[config.mk]
export PLATFORM = sky130hd
export DESIGN_NAME = ffdiv_operand_decode
export DESIGN_NICKNAME = d
export VERILOG_FILES = /design/src/rtl/ffdiv_operand_decode.sv
export SDC_FILE = /design/constraint.sdc
export NUM_CORES = 1
export LEC_CHECK = 0
export CELL_PAD_IN_SITES_DETAIL_PLACEMENT = 0
export CELL_PAD_IN_SITES_GLOBAL_PLACEMENT = 1
export CORE_AREA = 2 2 151 153
export CTS_CLUSTER_SIZE = 20
export DETAILED_ROUTE_END_ITERATION = 10
export DIE_AREA = 0 0 153 155
export HOLD_SLACK_MARGIN = 0.03
export PLACE_DENSITY_LB_ADDON = 0.1
export SLEW_MARGIN = 20
export SYNTH_ARGS = -nofsm -noshare
export SYNTH_HDL_FRONTEND = slang
export SYNTH_SLANG_ARGS = --single-unit
[constraint.sdc]
create_clock -name clk -period 2.5 [get_ports clk]
set_input_delay 0.375 -clock clk [delete_from_list [all_inputs] [get_ports clk]]
set_output_delay 0.375 -clock clk [all_outputs]
set_load 0.02 [all_outputs]
[src/rtl/ffdiv_operand_decode.sv]
// Operand front end for the Goldschmidt divider: capture, classify, normalise.
// Define FFDIV_DEC_1CYC_NORM_EN for single-cycle denormal normalisation.
module ffdiv_operand_decode #(
  parameter int OPERAND_WIDTH     = 32,
  parameter int EXP_WIDTH         = 8,
  parameter int FRACTION_WIDTH    = 23,
  parameter int SIGNIFICAND_WIDTH = 24,
  parameter int UNB_EXP_WIDTH     = 10,
  parameter int BIASING_CONSTANT  = 127
) (
  input  logic                         clk,
  input  logic                         rst,
  input  logic                         en,
  input  logic                         start,
  input  logic [OPERAND_WIDTH-1:0]     opa,
  input  logic [OPERAND_WIDTH-1:0]     opb,
  input  logic                         div_ready,
  output logic                         busy,
  output logic                         dec_valid,
  output logic                         sign1,
  output logic                         sign2,
  output logic [SIGNIFICAND_WIDTH-1:0] sgfnd1,
  output logic [SIGNIFICAND_WIDTH-1:0] sgfnd2,
  output logic [UNB_EXP_WIDTH-1:0]     unb_exp1,
  output logic [UNB_EXP_WIDTH-1:0]     unb_exp2,
  output logic                         is_norm1,
  output logic                         is_norm2,
  output logic                         is_denorm1,
  output logic                         is_denorm2,
  output logic [OPERAND_WIDTH-1:0]     res_nan,
  output logic                         res_indet,
  output logic                         res_inf,
  output logic                         res_zero
);

  localparam int MSB  = SIGNIFICAND_WIDTH - 1;
  localparam int QBIT = FRACTION_WIDTH - 1;
  localparam logic [EXP_WIDTH-1:0] EXP_MAX = '1;
  localparam logic [UNB_EXP_WIDTH-1:0] BIAS =
    UNB_EXP_WIDTH'(BIASING_CONSTANT);
  localparam logic [UNB_EXP_WIDTH-1:0] DEN_EXP =
    UNB_EXP_WIDTH'(1 - BIASING_CONSTANT);

  typedef enum logic [1:0] {
    S_IDLE, S_CLASSIFY, S_NORM, S_VALID
  } state_t;

  typedef struct packed {
    logic nan;
    logic inf;
    logic zero;
    logic den;
    logic nrm;
  } cls_t;

  typedef struct packed {
    logic                         sign;
    logic [SIGNIFICAND_WIDTH-1:0] sg;
    logic [UNB_EXP_WIDTH-1:0]     ue;
    logic                         nrm;
    logic                         den;
  } opd_t;

  function automatic cls_t classify(
    input logic [OPERAND_WIDTH-1:0] op
  );
    logic [EXP_WIDTH-1:0] e;
    logic                 fz;
    cls_t                 c;
    e  = op[OPERAND_WIDTH-2 -: EXP_WIDTH];
    fz = (op[FRACTION_WIDTH-1:0] == '0);
    c  = '0;
    unique case (1'b1)
      (e == EXP_MAX) && !fz: c.nan  = 1'b1;
      (e == EXP_MAX) &&  fz: c.inf  = 1'b1;
      (e == '0)      &&  fz: c.zero = 1'b1;
      (e == '0)      && !fz: c.den  = 1'b1;
      default:               c.nrm  = 1'b1;
    endcase
    return c;
  endfunction

  function automatic opd_t decode(
    input logic [OPERAND_WIDTH-1:0] op,
    input cls_t                     c
  );
    opd_t d;
    d      = '0;
    d.sign = op[OPERAND_WIDTH-1];
    if (c.nrm) begin
      d.sg  = {1'b1, op[FRACTION_WIDTH-1:0]};
      d.ue  = UNB_EXP_WIDTH'(op[OPERAND_WIDTH-2 -: EXP_WIDTH]) - BIAS;
      d.nrm = 1'b1;
    end else if (c.den) begin
      d.sg  = {1'b0, op[FRACTION_WIDTH-1:0]};
      d.ue  = DEN_EXP;
      d.den = 1'b1;
    end
    return d;
  endfunction

  function automatic logic [OPERAND_WIDTH-1:0] quiet(
    input logic [OPERAND_WIDTH-1:0] op
  );
    logic [OPERAND_WIDTH-1:0] q;
    q       = op;
    q[QBIT] = 1'b1;
    return q;
  endfunction

`ifdef FFDIV_DEC_1CYC_NORM_EN
  function automatic logic [4:0] lzc(
    input logic [SIGNIFICAND_WIDTH-1:0] v
  );
    logic [4:0] n;
    n = '0;
    for (int i = 0; i < SIGNIFICAND_WIDTH; i++)
      if (v[i]) n = 5'(MSB - i);
    return n;
  endfunction

  function automatic opd_t norm_step(input opd_t d);
    opd_t       r;
    logic [4:0] n;
    r = d;
    n = lzc(d.sg);
    if (d.den) begin
      r.sg = d.sg << n;
      r.ue = d.ue - UNB_EXP_WIDTH'(n);
    end
    return r;
  endfunction
`else
  function automatic opd_t norm_step(input opd_t d);
    opd_t r;
    r = d;
    if (d.den && !d.sg[MSB]) begin
      r.sg = d.sg << 1;
      r.ue = d.ue - UNB_EXP_WIDTH'(1);
    end
    return r;
  endfunction
`endif

  state_t                   state_q, state_d;
  logic [OPERAND_WIDTH-1:0] opa_q, opa_d, opb_q, opb_d;
  opd_t                     op1_q, op1_d, op2_q, op2_d;
  logic [OPERAND_WIDTH-1:0] nan_q, nan_d;
  logic                     indet_q, indet_d;
  logic                     inf_q, inf_d;
  logic                     zero_q, zero_d;
  logic                     busy_q, busy_d;
  logic                     valid_q, valid_d;

  cls_t ca, cb;
  opd_t n1, n2;
  logic any_nan, fin_a, fin_b;
  logic c_indet, c_inf, c_zero;

  assign ca      = classify(opa_q);
  assign cb      = classify(opb_q);
  assign n1      = norm_step(op1_q);
  assign n2      = norm_step(op2_q);
  assign any_nan = ca.nan | cb.nan;
  assign fin_a   = !(ca.nan | ca.inf);
  assign fin_b   = !(cb.nan | cb.inf);
  // Priority order keeps the special-result flags mutually exclusive.
  assign c_indet = !any_nan &&
                   ((ca.zero && cb.zero) || (ca.inf && cb.inf));
  assign c_inf   = !any_nan && !c_indet &&
                   ((ca.inf && fin_b) || (fin_a && cb.zero));
  assign c_zero  = !any_nan && !c_indet && !c_inf &&
                   ((ca.zero && fin_b && !cb.zero) ||
                    (fin_a && cb.inf));

  always_comb begin
    state_d = state_q;
    opa_d   = opa_q;
    opb_d   = opb_q;
    op1_d   = op1_q;
    op2_d   = op2_q;
    nan_d   = nan_q;
    indet_d = indet_q;
    inf_d   = inf_q;
    zero_d  = zero_q;
    case (state_q)
      S_IDLE: begin
        if (start) begin
          opa_d   = opa;
          opb_d   = opb;
          state_d = S_CLASSIFY;
        end
      end
      S_CLASSIFY: begin
        op1_d   = decode(opa_q, ca);
        op2_d   = decode(opb_q, cb);
        nan_d   = ca.nan ? quiet(opa_q) :
                  cb.nan ? quiet(opb_q) : '0;
        indet_d = c_indet;
        inf_d   = c_inf;
        zero_d  = c_zero;
        state_d = (ca.den | cb.den) ? S_NORM : S_VALID;
      end
      S_NORM: begin
        op1_d = n1;
        op2_d = n2;
        if ((!n1.den || n1.sg[MSB]) && (!n2.den || n2.sg[MSB]))
          state_d = S_VALID;
      end
      S_VALID: begin
        if (valid_q && div_ready) state_d = S_IDLE;
      end
      default: state_d = S_IDLE;
    endcase
    busy_d  = (state_d != S_IDLE);
    valid_d = (state_q == S_VALID) && !(valid_q && div_ready);
  end

  always_ff @(posedge clk) begin
    if (rst) begin
      state_q <= S_IDLE;
      opa_q   <= '0;
      opb_q   <= '0;
      op1_q   <= '0;
      op2_q   <= '0;
      nan_q   <= '0;
      indet_q <= 1'b0;
      inf_q   <= 1'b0;
      zero_q  <= 1'b0;
      busy_q  <= 1'b0;
      valid_q <= 1'b0;
    end else if (en) begin
      state_q <= state_d;
      opa_q   <= opa_d;
      opb_q   <= opb_d;
      op1_q   <= op1_d;
      op2_q   <= op2_d;
      nan_q   <= nan_d;
      indet_q <= indet_d;
      inf_q   <= inf_d;
      zero_q  <= zero_d;
      busy_q  <= busy_d;
      valid_q <= valid_d;
    end
  end

  assign busy       = busy_q;
  assign dec_valid  = valid_q;
  assign sign1      = op1_q.sign;
  assign sign2      = op2_q.sign;
  assign sgfnd1     = op1_q.sg;
  assign sgfnd2     = op2_q.sg;
  assign unb_exp1   = op1_q.ue;
  assign unb_exp2   = op2_q.ue;
  assign is_norm1   = op1_q.nrm;
  assign is_norm2   = op2_q.nrm;
  assign is_denorm1 = op1_q.den;
  assign is_denorm2 = op2_q.den;
  assign res_nan    = nan_q;
  assign res_indet  = indet_q;
  assign res_inf    = inf_q;
  assign res_zero   = zero_q;

endmodule
==> impl_metrics.toml, run 1 <==
[drt]
drtPass1Iterations = 5
initialDrtViolationCount = 509
drcViolationCount = 0
vias = 7901
drtAntennaViolNets = 0
postRouteWirelength_um = 27300
wl_per_cell_um = 18.8
post_drt_via_cell_ratio = 5.43

[global_routing]
grt_use_total = 0.228
initial_antenna_violation_count = 0
grt_first_pass_wirelength_um = 43100
grt_max_degree = 45
first_global_vias = 7647
met3_usage = 0.0468
global_route_track_usage_on_met2 = 0.370
met1_usage = 0.308
grt-ovfl-total = 0
globalRoute.busiestLayer = "met2"

[critical_path]
crit_path_max_fanout = 17
critPathLaunchType = "flop"
timing.critical_path.max_delay_family = "compound AO/OA/AOI/OAI gates"
setup.worst_path.end_class = "flop"
cp.required_ps = 2880
r2r_end = "res_nan[13]"
worstSetupPathType = "flop to flop"
critical-path-max-stage-delay_ps = 780
path_cells = "ha_1 > nand3_2 > or2_1 > a2111oi_4 > a22o_1 > a21o_1"
r2r_slack_ps = 300
crit-reg2reg-launch = "opa_q[24]"
cp_slowest_cell = "sky130_fd_sc_hd__a2111oi_4"
r2r_depth = 6
path_buf_inv = 0
critical_path_arrival_ps = 2590

[layout]
antenna_cells_inserted = 0
drive_above_1_share = 0.0905
sequential_cell_area_um2 = 3540
footprint_of_the_multi_input_gates_um2 = 4200
fillCellCount = 2219
flow.area_growth_from_synthesis_pct = 35.9
nNetsFinal = 1239
stdcell_count = 1456

[timing]
worst-slew-pin-transition_ps = 986
min_period_over_period = 0.881
final.min_clock_period_ps = 2200
rsz0062_at_grt = "no"
timing.fmax_ghz = 0.454
number_of_slew_limit_violations_in_the_final_report = 0
report.final.hold_viol_count = 0
timing.max_slew.rel_slack = 0.343
setup_total_negative_slack_ps = 0
finClkSkew_ps = 12.7
setup_viol = 0

[cts]
cts_num_sinks = 177
max-clock-path-buffers = 2
ctsHtreeMaxLevel = 4
root_buffer = "sky130_fd_sc_hd__clkbuf_16"
clk_latency_ps = 440
cts_tree = "built"
cts-buffers-inserted = 17
postCtsHoldBufs = 0
cts.reportedPaths.clkPinSlew_ps = 70

[logic_synthesis]
syn_avg_cell_area_um2 = 8.25
async_flop_share = 0
synthCells = 982
number_of_flops_mapped_to_enable_cells_by_yosys = 0
dominantRegCellSynth = "sky130_fd_sc_hd__dfxtp_1"
synth_area_um2 = 8100
ys_ff_latch = 177
synth_fp_nets = 1063
synthesis.yosys.warnings = 0
synth_cell_types = 72
yosysSeqAreaShare = 0.438

[floorplanning]
core_um2 = 22200
die_y_um = 155
die_w_um = 153
floorplan.die_area_um2 = 23700
initial_core_util = 0.364
site_rows = 55
pin_count = 180

[hold_path]
holdPathStages = 2
holdPathEnd = "unb_exp1[2]"
min_path_type = "input pin to flop"
holdCritStartpoint = "rst"

[placed_design]
hpwl_um = 19500
place_congestion = 0.831
place_inst = 1424
count_of_buffers_inserted_at_the_top_level_ports = 179

[power_and_ir_drop]
vdd.ir_drop.worst_uv = 404
internal-power_mw = 5.11
netSwitchingPower_mw = 2.13
power.combinational.fraction = 0.181
share_clk_of_total_power = 0.390
seq_power_share = 0.429
power.share.switching = 0.294
static-leakage-power_nw = 4.08
pwr_density_cell_nw_per_um2 = 657

[outcome]
run_status = "complete, no violations"

[job]
drv.max_cap_violation_count = 0
per-stage QoR:
step           hold slack (ps)  setup WS (ps)  instance area (um2)  utilization  total power, mW
2_1_floorplan              440            438                 8100            -             3.88
3_3_place_gp               446           68.4                10400        0.467             4.47
3_5_place_dp               453           74.7                10400        0.467             4.47
4_1_cts                    394            145                11000        0.495             7.29
5_1_grt                    420           74.3                11000        0.495             7.55
6_report                   405            298                11000        0.495             7.23
synthesized netlist by cell type, types with 4 or more instances:
library cell,count,area [um2]
sky130_fd_sc_hd__o21ai_0,58,290
sky130_fd_sc_hd__dfxtp_1,177,3540
sky130_fd_sc_hd__a21o_1,19,143
sky130_fd_sc_hd__a31oi_1,6,37.5
sky130_fd_sc_hd__a311oi_1,4,35.0
sky130_fd_sc_hd__nor2_1,77,289
sky130_fd_sc_hd__nand4_1,30,188
sky130_fd_sc_hd__buf_2,5,25.0
sky130_fd_sc_hd__a22o_1,17,149
sky130_fd_sc_hd__nand3b_1,6,45.0
sky130_fd_sc_hd__nor4_1,12,75.1
sky130_fd_sc_hd__nor3b_1,4,30.0
sky130_fd_sc_hd__xnor2_1,6,52.6
sky130_fd_sc_hd__clkbuf_1,53,199
sky130_fd_sc_hd__o21a_1,10,75.1
sky130_fd_sc_hd__a21oi_1,121,606
sky130_fd_sc_hd__nor3_1,16,80.1
sky130_fd_sc_hd__and2_1,13,81.3
sky130_fd_sc_hd__a221oi_1,22,193
sky130_fd_sc_hd__buf_6,5,56.3
sky130_fd_sc_hd__inv_1,16,60.1
sky130_fd_sc_hd__or3_1,6,37.5
sky130_fd_sc_hd__mux2i_1,10,100
sky130_fd_sc_hd__ha_1,12,150
sky130_fd_sc_hd__nand3_1,18,90.1
sky130_fd_sc_hd__a211oi_1,30,225
sky130_fd_sc_hd__buf_1,6,22.5
sky130_fd_sc_hd__nand2_1,156,586
placed cells by master (no fill, tap or decap), types with 10 or more instances in the layout:
cell                              instances
sky130_fd_sc_hd__nand4_1                 30
sky130_fd_sc_hd__a211oi_1                30
sky130_fd_sc_hd__nand3_1                 17
sky130_fd_sc_hd__inv_1                   16
sky130_fd_sc_hd__ha_1                    12
sky130_fd_sc_hd__o21ai_0                 57
sky130_fd_sc_hd__and2_1                  13
sky130_fd_sc_hd__nor4_1                  10
sky130_fd_sc_hd__clkdlybuf4s50_1        178
sky130_fd_sc_hd__nor2_1                  76
sky130_fd_sc_hd__buf_4                   45
sky130_fd_sc_hd__a22o_1                  17
sky130_fd_sc_hd__dfxtp_1                177
sky130_fd_sc_hd__clkbuf_16               17
sky130_fd_sc_hd__nor3_1                  16
sky130_fd_sc_hd__nand2_1                156
sky130_fd_sc_hd__mux2i_1                 10
sky130_fd_sc_hd__a21o_1                  19
sky130_fd_sc_hd__o21a_1                  10
sky130_fd_sc_hd__a21oi_1                121
sky130_fd_sc_hd__a221oi_1                22
layout make-up:
cell class / instances / share of cell area
clock buffer: 18 / 0.0390
clock inverter: 14 / 0.0164
inverter: 17 / 0.00580
multi-input combinational: 716 / 0.381
sequential: 177 / 0.322
tap: 285 / 0.0324
timing repair buffer: 229 / 0.203
repair_timing:
| action | 4_1_cts | 5_1_grt |
|---|---|---|
| setup endpoints to repair | 0 | 25 |
| resized for setup | 0 | 3 |
| setup buffers | 0 | 0 |
how the worst max path moves through the flow:
stage / from / end / depth (start not counted)
after floorplan: state_q[0] / unb_exp2[9] / 8
after global placement: en / res_nan[16] / 5
after detailed placement: en / res_nan[17] / 5
after CTS: opa_q[11] / res_nan[23] / 6
after global routing: opb_q[17] / state_q[0] / 5
final: opa_q[24] / res_nan[13] / 6
cell families after synthesis:
family | Yosys count | share of synthesized area
AOI/OAI and AO/OA | 324 | 0.260
xor gates and xnor gates | 9 | 0.00973
adders and majority gates | 12 | 0.0185
buffers and inverters | 89 | 0.0477
DFF | 177 | 0.438
muxes | 10 | 0.0124
and+or+nand+nor | 361 | 0.214
registers in the layout, indices dropped and copies added (netlist names), 2 cells and up:
register  flops
sgfnd1       24
sgfnd2       24
res_nan      32
opa_q        32
opb_q        32
unb_exp2     10
unb_exp1     10
state_q       2
power groups by stage:
stage / Combinational (mW) / Clock (mW) / Sequential (mW)
floorplan: 0.660 / 0 / 3.22
global placement: 1.30 / 0 / 3.17
detailed placement: 1.31 / 0 / 3.17
CTS: 1.31 / 2.87 / 3.10
global route: 1.43 / 2.99 / 3.12
finish: 1.31 / 2.82 / 3.10
metal layers:
layer | vias up | share of wire | routed length, um
li1 | 3904 | - | -
met1 | 3756 | 0.46 | 12700
met2 | 210 | 0.46 | 12700
met3 | 31 | 0.053 | 1460
met4 | 0 | 0.019 | 532
met5 | - | 0 | 0
(Power assumes the default switching activity.)
==> inputs of run 2 (changes only) <==
--- a/config.mk
+++ b/config.mk
@@ -11,7 +11,6 @@
 export CTS_CLUSTER_SIZE = 20
 export DETAILED_ROUTE_END_ITERATION = 10
 export DIE_AREA = 0 0 153 155
-export HOLD_SLACK_MARGIN = 0.03
 export PLACE_DENSITY_LB_ADDON = 0.1
 export SLEW_MARGIN = 20
 export SYNTH_ARGS = -nofsm -noshare
==> results of run 2 <==
Same layout as run 1: the final DEF is identical, and so are final timing and power.
==> inputs of run 3 (changes only) <==
==> config.mk (replaced) <==
export PLATFORM = sky130hd
export DESIGN_NAME = ffdiv_operand_decode
export DESIGN_NICKNAME = d
export VERILOG_FILES = /design/src/rtl/ffdiv_operand_decode.sv
export SDC_FILE = /design/constraint.sdc
export NUM_CORES = 1
export LEC_CHECK = 0
export CORE_AREA = 2 2 93 184
export CTS_CLUSTER_SIZE = 20
export DETAILED_ROUTE_END_ITERATION = 10
export DIE_AREA = 0 0 95 186
export PLACE_DENSITY = 0.79
export SLEW_MARGIN = 20
export SYNTH_ARGS = -nofsm -noshare
export SYNTH_HDL_FRONTEND = slang
export SYNTH_SLANG_ARGS = --single-unit
==> constraint.sdc (replaced) <==
create_clock -name clk -period 2.5 [get_ports clk]
set_input_delay 0.375 -clock clk [delete_from_list [all_inputs] [get_ports clk]]
set_output_delay 0.375 -clock clk [all_outputs]
set_load 0.05 [all_outputs]
==> run 3 against run 2 <==
  * Die area fell by 25%
  * Utilization grew 18 points
  * Clock-buffer cell count increased by 1
  * Critical path depth unchanged
  * Combinational power grew 15%
  * Register-to-register slack worse by 200 ps
  * Maximum frequency is 8.4% lower
  * Setup slack worse by 200 ps
  * Sequential cell count is the same
==> impl_metrics.toml, run 3 (synthesized netlist as in run 1, its figures left out) <==
[critical_path]
setup.worst_path.end_class = "flop"
cp_slowest_cell = "sky130_fd_sc_hd__nor4_1"
r2r_slack_ps = 90
r2r_end = "res_nan[20]"
crit-reg2reg-launch = "opa_q[11]"
crit_path_max_fanout = 17
worst_setup_path_startpoint = "opa_q[11]"
worstSetupPathType = "flop to flop"
critical-path-max-stage-delay_ps = 560
critical_path_arrival_ps = 2790
cp.required_ps = 2890
critPathLaunchType = "flop"
critPathCapture = "res_nan[20]"
path_cells = "nor4_1 > nand4_1 > o21ai_1 > nor4b_4 > buf_4 > a21o_1"
r2r_depth = 6

[timing]
setup_viol = 0
holdWs_ps = 353
number_of_slew_limit_violations_in_the_final_report = 0
finClkSkew_ps = 12.3
timing.fmax_ghz = 0.416
final.min_clock_period_ps = 2410
min_period_over_period = 0.962
timing.max_slew.rel_slack = 0.318
setup_total_negative_slack_ps = 0
rsz0062_at_grt = "no"
report.final.hold_viol_count = 0
worst-slew-pin-transition_ps = 1020

[global_routing]
first_global_vias = 8172
initial_antenna_violation_count = 1
grt_first_pass_wirelength_um = 43800
grt_use_total = 0.322
grt-ovfl-total = 0
grt_max_degree = 60

[layout]
design_area_um2 = 10900
nNetsFinal = 1245
flow.area_growth_from_synthesis_pct = 35.1
final_cell_mix = "sky130_fd_sc_hd__clkdlybuf4s50_1, sky130_fd_sc_hd__dfxtp_1, sky130_fd_sc_hd__nand2_1"
drive_above_1_share = 0.0952
final_common_cell = "sky130_fd_sc_hd__clkdlybuf4s50_1"
fillCellCount = 1355

[cts]
max-clock-path-buffers = 2
clk_latency_ps = 440
root_buffer = "sky130_fd_sc_hd__clkbuf_16"
postCtsHoldBufs = 0
cts-buffers-inserted = 17
cts_tree = "built"
cts_num_sinks = 177
cts.reportedPaths.clkPinSlew_ps = 80
ctsHtreeMaxLevel = 4

[placed_design]
count_of_buffers_inserted_at_the_top_level_ports = 179
placed_area_um2 = 10300
hpwl_um = 20000
place_congestion = 0.935

[drt]
wl_per_cell_um = 20.2
vias = 8530
drtPass1Iterations = 5
initialDrtViolationCount = 585
drcViolationCount = 0
drtAntennaViolNets = 0
postRouteWirelength_um = 27900
post_drt_via_cell_ratio = 6.17

[floorplanning]
core_um2 = 16300
initial_core_util = 0.498
die_y_um = 186
site_rows = 66
die_w_um = 95
pin_count = 180
floorplan.die_area_um2 = 17700

[power_and_ir_drop]
vdd.ir_drop.worst_uv = 446
pwr_density_cell_nw_per_um2 = 676
static-leakage-power_nw = 4.11
report.power.total_mw = 7.40

[job]
drv.max_cap_violation_count = 0

[outcome]
run_status = "complete, no violations"

[hold_path]
min_path_type = "input pin to flop"
[run 3: layout make-up]
cell class,count,area (um2),area share
tap,204,255,0.0233
antenna,2,5.00,0.000457
timing repair buffer,235,2270,0.208
clock buffer,19,453,0.0414
sequential,177,3540,0.324
multi-input combinational,716,4190,0.383
clock inverter,13,163,0.0149
inverter,17,63.8,0.00583
[run 3: worst max-delay path: cells and delay by family (launching register included)]
| family | cells | cell delay (ps) |
|---|---|---|
| AND/OR/NAND/NOR | 3 | 1160 |
| AO/OA/AOI/OAI | 2 | 570 |
| flip-flops | 1 | 360 |
| buffers and inverters | 1 | 260 |
[run 3: repair_timing]
action                     4_1_cts  5_1_grt
resized for setup                0        2
setup buffers                    0        0
setup endpoints to repair        0        2
[run 3: per-stage QoR]
step	util	std cells	worst slack, ps
finish	0.673	1383	95.0
detailed placement	0.634	1349	47.9
CTS	0.672	1381	132
floorplan	-	982	427
global placement	0.634	1349	113
global route	0.673	1382	32.5
[run 3: how the worst min path moves through the flow]
stage	from	endpoint	slack (ps)	cells past startpoint
after floorplan	opb_q[31]	res_nan[31]	440	1
after global placement	res_nan[22]	res_nan[22]	450	1
after detailed placement	res_nan[28]	res_nan[28]	450	1
after CTS	rst	opa_q[12]	330	2
after global routing	rst	opa_q[6]	350	2
final	rst	opa_q[7]	350	2
[run 3: metal layers]
layer	up-vias	track usage	wire length, um	part of all wire
met4	0	0.205	1820	0.065
met5	-	0	0	0
met3	126	0.0538	1730	0.062
met2	441	0.567	14600	0.52
met1	4039	0.347	9770	0.35
li1	3924	-	-	-
[run 3: report_power, final]
| part | switching, mW | internal, mW |
|---|---|---|
| Clock | 1.29 | 1.49 |
| Sequential | 0.158 | 2.95 |
| Combinational | 0.952 | 0.558 |
==> edit 1 (settings of run 3) <==
Make the reset (`rst`) asynchronous in one clocked block.
--- a/src/rtl/ffdiv_operand_decode.sv
+++ b/src/rtl/ffdiv_operand_decode.sv
@@ -217,5 +217,5 @@
   end
 
-  always_ff @(posedge clk) begin
+  always_ff @(posedge clk or posedge rst) begin
     if (rst) begin
       state_q <= S_IDLE;
Behaviour: differs if rst is asserted again (counterexample within 4 cycles, from zero or initial values and one cycle with rst high); with rst held inactive, the same outputs for 4 cycles.
==> edit 1 against run 3 <==
Sequential cell count stayed put; routed wire length decreased by 6.0%; non-clock buffer count increased by 14; area after synthesis up 1.5%; setup slack better by 53 ps; first-iteration DRC count down 22%; design area up 3.9%.
Power is not compared: it rests on default switching activity, and its combinational part moved more than twofold at a synthesized area within 25%.
==> edit 1: results (changes against run 3) <==
- Top_reg_cell synth: dfrtp_1
- Async SR Flop Fraction: 100% (+100 points)
- DP Cell Count: 1,108 (-18%)
- Initial antenna violation count: 0 (-1)
- Synth Area per Inst: 11.8 um^2 (+43%)
- Routing usage on met1: 33.0% (-1.7 points)
- Setup Skew: 9.33 ps (-2.99 ps)
- Hold Crit Class: in -> async
- Met3 wire len: 1250 um (-28%)
- DP HPWL: 19,400 um (-3.2%)
- Final wirelength: 26,200 um (-6.0%)
- CP max stage cell: or4_1
- M1 WL: 9040 um (-7.5%)
- Ant diodes: 0 (-2)
- Data arrival time of the worst path: 2630 ps (-160 ps)
- Synth top cells by count: dfrtp_1, mux2_2, a221o_1, and3_1
- Initial DRC Count: 458 (-22%)
- Status: completed
- Place WS: 69.4 ps (+21.4 ps)
- Largest cells by area after synthesis: dfrtp_1, mux2_2, a221o_1, and3_1, ha_1
- Vias per std cell: 6.21 (+0.66%)
- Reg2Reg Setup Slack: 150 ps (+50 ps)
- Largest net degree at the start of global routing: 63 (+5.0%)
- Final nets: 1,005 (-19%)
- M2 GR Usage: 54.9% (-1.8 points)
- Share of layout cells above drive strength 1: 20.2% (+11 points)
- Worst relative slew slack: 49.2% (+17 points)
- Sequential share of the synthesized area: 53.9% (+10 points)
- Unique masters post-synth: 61 (-15%)
[edit 1: timing repair]
item                       CTS  global route
setup endpoints to repair    0            30
setup buffers                0             1
gates resized for setup      0             5
[edit 1: layout make-up]
cell class                      instances  area, um^2
Timing Repair Buffer                  249        2420
Clock inverter                         14         179
Sequential cell                       177        4430
Inverter                               13        52.6
Multi-Input combinational cell        466        3590
Clock buffer                           18         439
Tap cell                              204         255
Fill cell                            1181        4900
[edit 1: where the power goes]
part           total, mW  leakage, nW  switching, mW  internal (mW)
sequential          5.16         2.23           1.17           3.99
clock               2.81        0.294           1.19           1.61
combinational       7.11         2.62           4.18           2.93
total               15.1         5.15           6.55           8.53
[edit 1: cells by family after synthesis]
family	share of synthesized area, %
AND/OR/NAND/NOR	14.5
multiplexers	8.90
AO/OA/AOI/OAI	16.9
XOR/XNOR	1.28
adder cells (fa/ha/maj)	1.83
buffers and inverters	2.75
flip-flops	53.9
==> edit 2 (config.mk and constraints of run 3) <==
Without the edit above. `BIASING_CONSTANT`: 127 -> 63.
--- a/src/rtl/ffdiv_operand_decode.sv
+++ b/src/rtl/ffdiv_operand_decode.sv
@@ -7,5 +7,5 @@
   parameter int SIGNIFICAND_WIDTH = 24,
   parameter int UNB_EXP_WIDTH     = 10,
-  parameter int BIASING_CONSTANT  = 127
+  parameter int BIASING_CONSTANT  = 63
 ) (
   input  logic                         clk,
Behaviour: not the same (a bounded check fails within 4 cycles, from zero or initial values and one cycle with rst high).
==> edit 2 against run 3 <==
Critical path depth rose by 2; maximum frequency increased by 4.9%; area after synthesis barely moved; setup slack gained 110 ps; total power is 4.1% lower; combinational power decreased by 3%; sequential cell count did not move; routed wire length shrank 7.3%; design area fell by 1.5%; largest cell class unchanged; largest power group unchanged.
==> edit 2: results (changes against run 3) <==
- DP HPWL: 18,600 um (-7.1%)
- Top_reg_cell synth: dfxtp_1
- M2 GR Usage: 52.7% (-4.1 points)
- Reg2Reg Setup Slack: 210 ps (+110 ps)
- Critical Path Max Stage Delay: 450 ps (-110 ps)
- Min-delay src: is_norm2$_SDFFE_PP0P_
- Initial antenna violation count: 0 (-1)
- Port Buf Inserts: 179 (unchanged)
- Gr usage total: 29.5% (-2.7 points)
- Routing usage on met1: 33.0% (-1.7 points)
- Comb pwr share: 20.7% (+0.3 points)
- Hold Crit Class: reg -> reg
- Worst relative slew slack: 46.2% (+14 points)
- Critical Path Fanout Max: 21 (+4)
- 1st-pass router iterations: 5 (unchanged)
- Syn Nets: 1,058 (-0.47%)
- Cell Area, Placed: 0.0102 mm^2 (-0.93%)
- Data arrival time of the worst path: 2620 ps (-170 ps)
- Resized cells post-CTS: 0 (unchanged)
- CP max stage cell: o21ai_1
- CP Launch Point: state_q[1]$_SDFFE_PP0P_
- First-pass GRT wire length: 40,300 um (-8.0%)
- Crit path capture: sgfnd2[21]$_SDFFE_PP0P_
- Sequential share of the synthesized area: 43.8% (about the same)
- Largest cells by area after synthesis: dfxtp_1, nand2_1, a21oi_1, a211oi_1, nor2_1
- Worst vdd rail ir drop: 0.000485 V (+8.6%)
- Vias in the first global route: 7,762 (-5.0%)
- Synth top cells by count: dfxtp_1, nand2_1, a21oi_1, nor2_1, a211oi_1
- Cells on Worst Hold Path: 2 (unchanged)
- Status: completed
- Share of layout cells above drive strength 1: 8.89% (-0.62 points)
- Initial DRC Count: 534 (-8.7%)
- Ant diodes: 0 (-2)
- RD Place Congestion: 0.872 (-6.8%)
- Setup Skew: 15.3 ps (+2.95 ps)
- Lkg Pwr: 3.95 nW (-3.7%)
- CTS clk-pin slew, worst paths: 70 ps
- Psw: 2.26 mW (-5.8%)
- Met3 GRT Util: 3.85% (-1.5 points)
- Num CTS Buffers: 17 (unchanged)
- Fill cells: 1,342 (-0.96%)
- Final nets: 1,226 (-1.5%)
- Post-CTS Setup Inserts: 0 (unchanged)
- Sink of the worst hold path: is_norm2$_SDFFE_PP0P_
- Pins Over Slew Limit: 0 (unchanged)
- Clock Power Share: 35.6% (-1.9 points)
- Unique masters post-synth: 70 (-2.8%)
- Largest net degree at the start of global routing: 150 (+150%)
- Final wirelength: 25,900 um (-7.3%)
- Final hold slack: 455 ps (+102 ps)
- Total number of vias: 8,198 (-3.9%)
- Path depth of the worst reg2reg path: 8 (+2)
- Async SR Flop Fraction: 0% (unchanged)
==> edit 2: cell count changes in the layout (fill, tap and decap cells not counted), sizes merged, moves of 6 or more <==
cell,delta
mux2i,-7
a211oi,+22
buf,-10
o21ai,-33
a32oi,+22
inv,-7
nor3,-6
clkinv,+6
and2,-9
a221oi,-22
==> edit 2: layout make-up <==
| cell class | count | area (um^2) | share of cell area, % |
|---|---|---|---|
| inverters | 14 | 52.6 | 0.487 |
| multi-input cells | 710 | 4190 | 38.8 |
| clock buffers | 20 | 457 | 4.24 |
| well taps | 204 | 255 | 2.37 |
| flip-flops and latches | 177 | 3540 | 32.9 |
| clock inverters | 12 | 103 | 0.952 |
| repair buffers | 225 | 2180 | 20.3 |
==> edit 2: logic make-up (layout without fill, tap and decap cells) <==
logic type,after synthesis,count (layout),share of synthesized area [%]
simple gates,366,366,21.8
mux,3,3,0.371
flops,177,177,43.8
xor+xnor,12,12,1.30
fa+ha+maj,12,12,1.85
compound gates,317,317,26.2
buf+inv,90,271,4.64
==> edit 2: metal layers <==
| metal | up-vias | routed length (um) | part of all wire, % |
|---|---|---|---|
| met4 | 0 | 1430 | 5.5 |
| met5 | - | 0 | 0 |
| met2 | 337 | 13800 | 53 |
| li1 | 3909 | - | - |
| met3 | 78 | 1240 | 4.8 |
| met1 | 3874 | 9430 | 36 |
==> edit 2: critical path: cells and delay by family (launching register included) <==
kind                     cells  cell delay (ps)
flip-flops                   1              410
adder cells (fa/ha/maj)      1              200
buffers and inverters        3              620
AND/OR/NAND/NOR              1              200
AO/OA/AOI/OAI                3              770
==> edit 2: per-stage QoR <==
stage	power (mW)	setup WS (ps)	instances
detailed placement	4.62	194	1330
finish	7.10	208	1362
floorplan	4.06	355	977
CTS	7.12	254	1362
global route	7.35	74.9	1362
global placement	4.60	36.0	1330
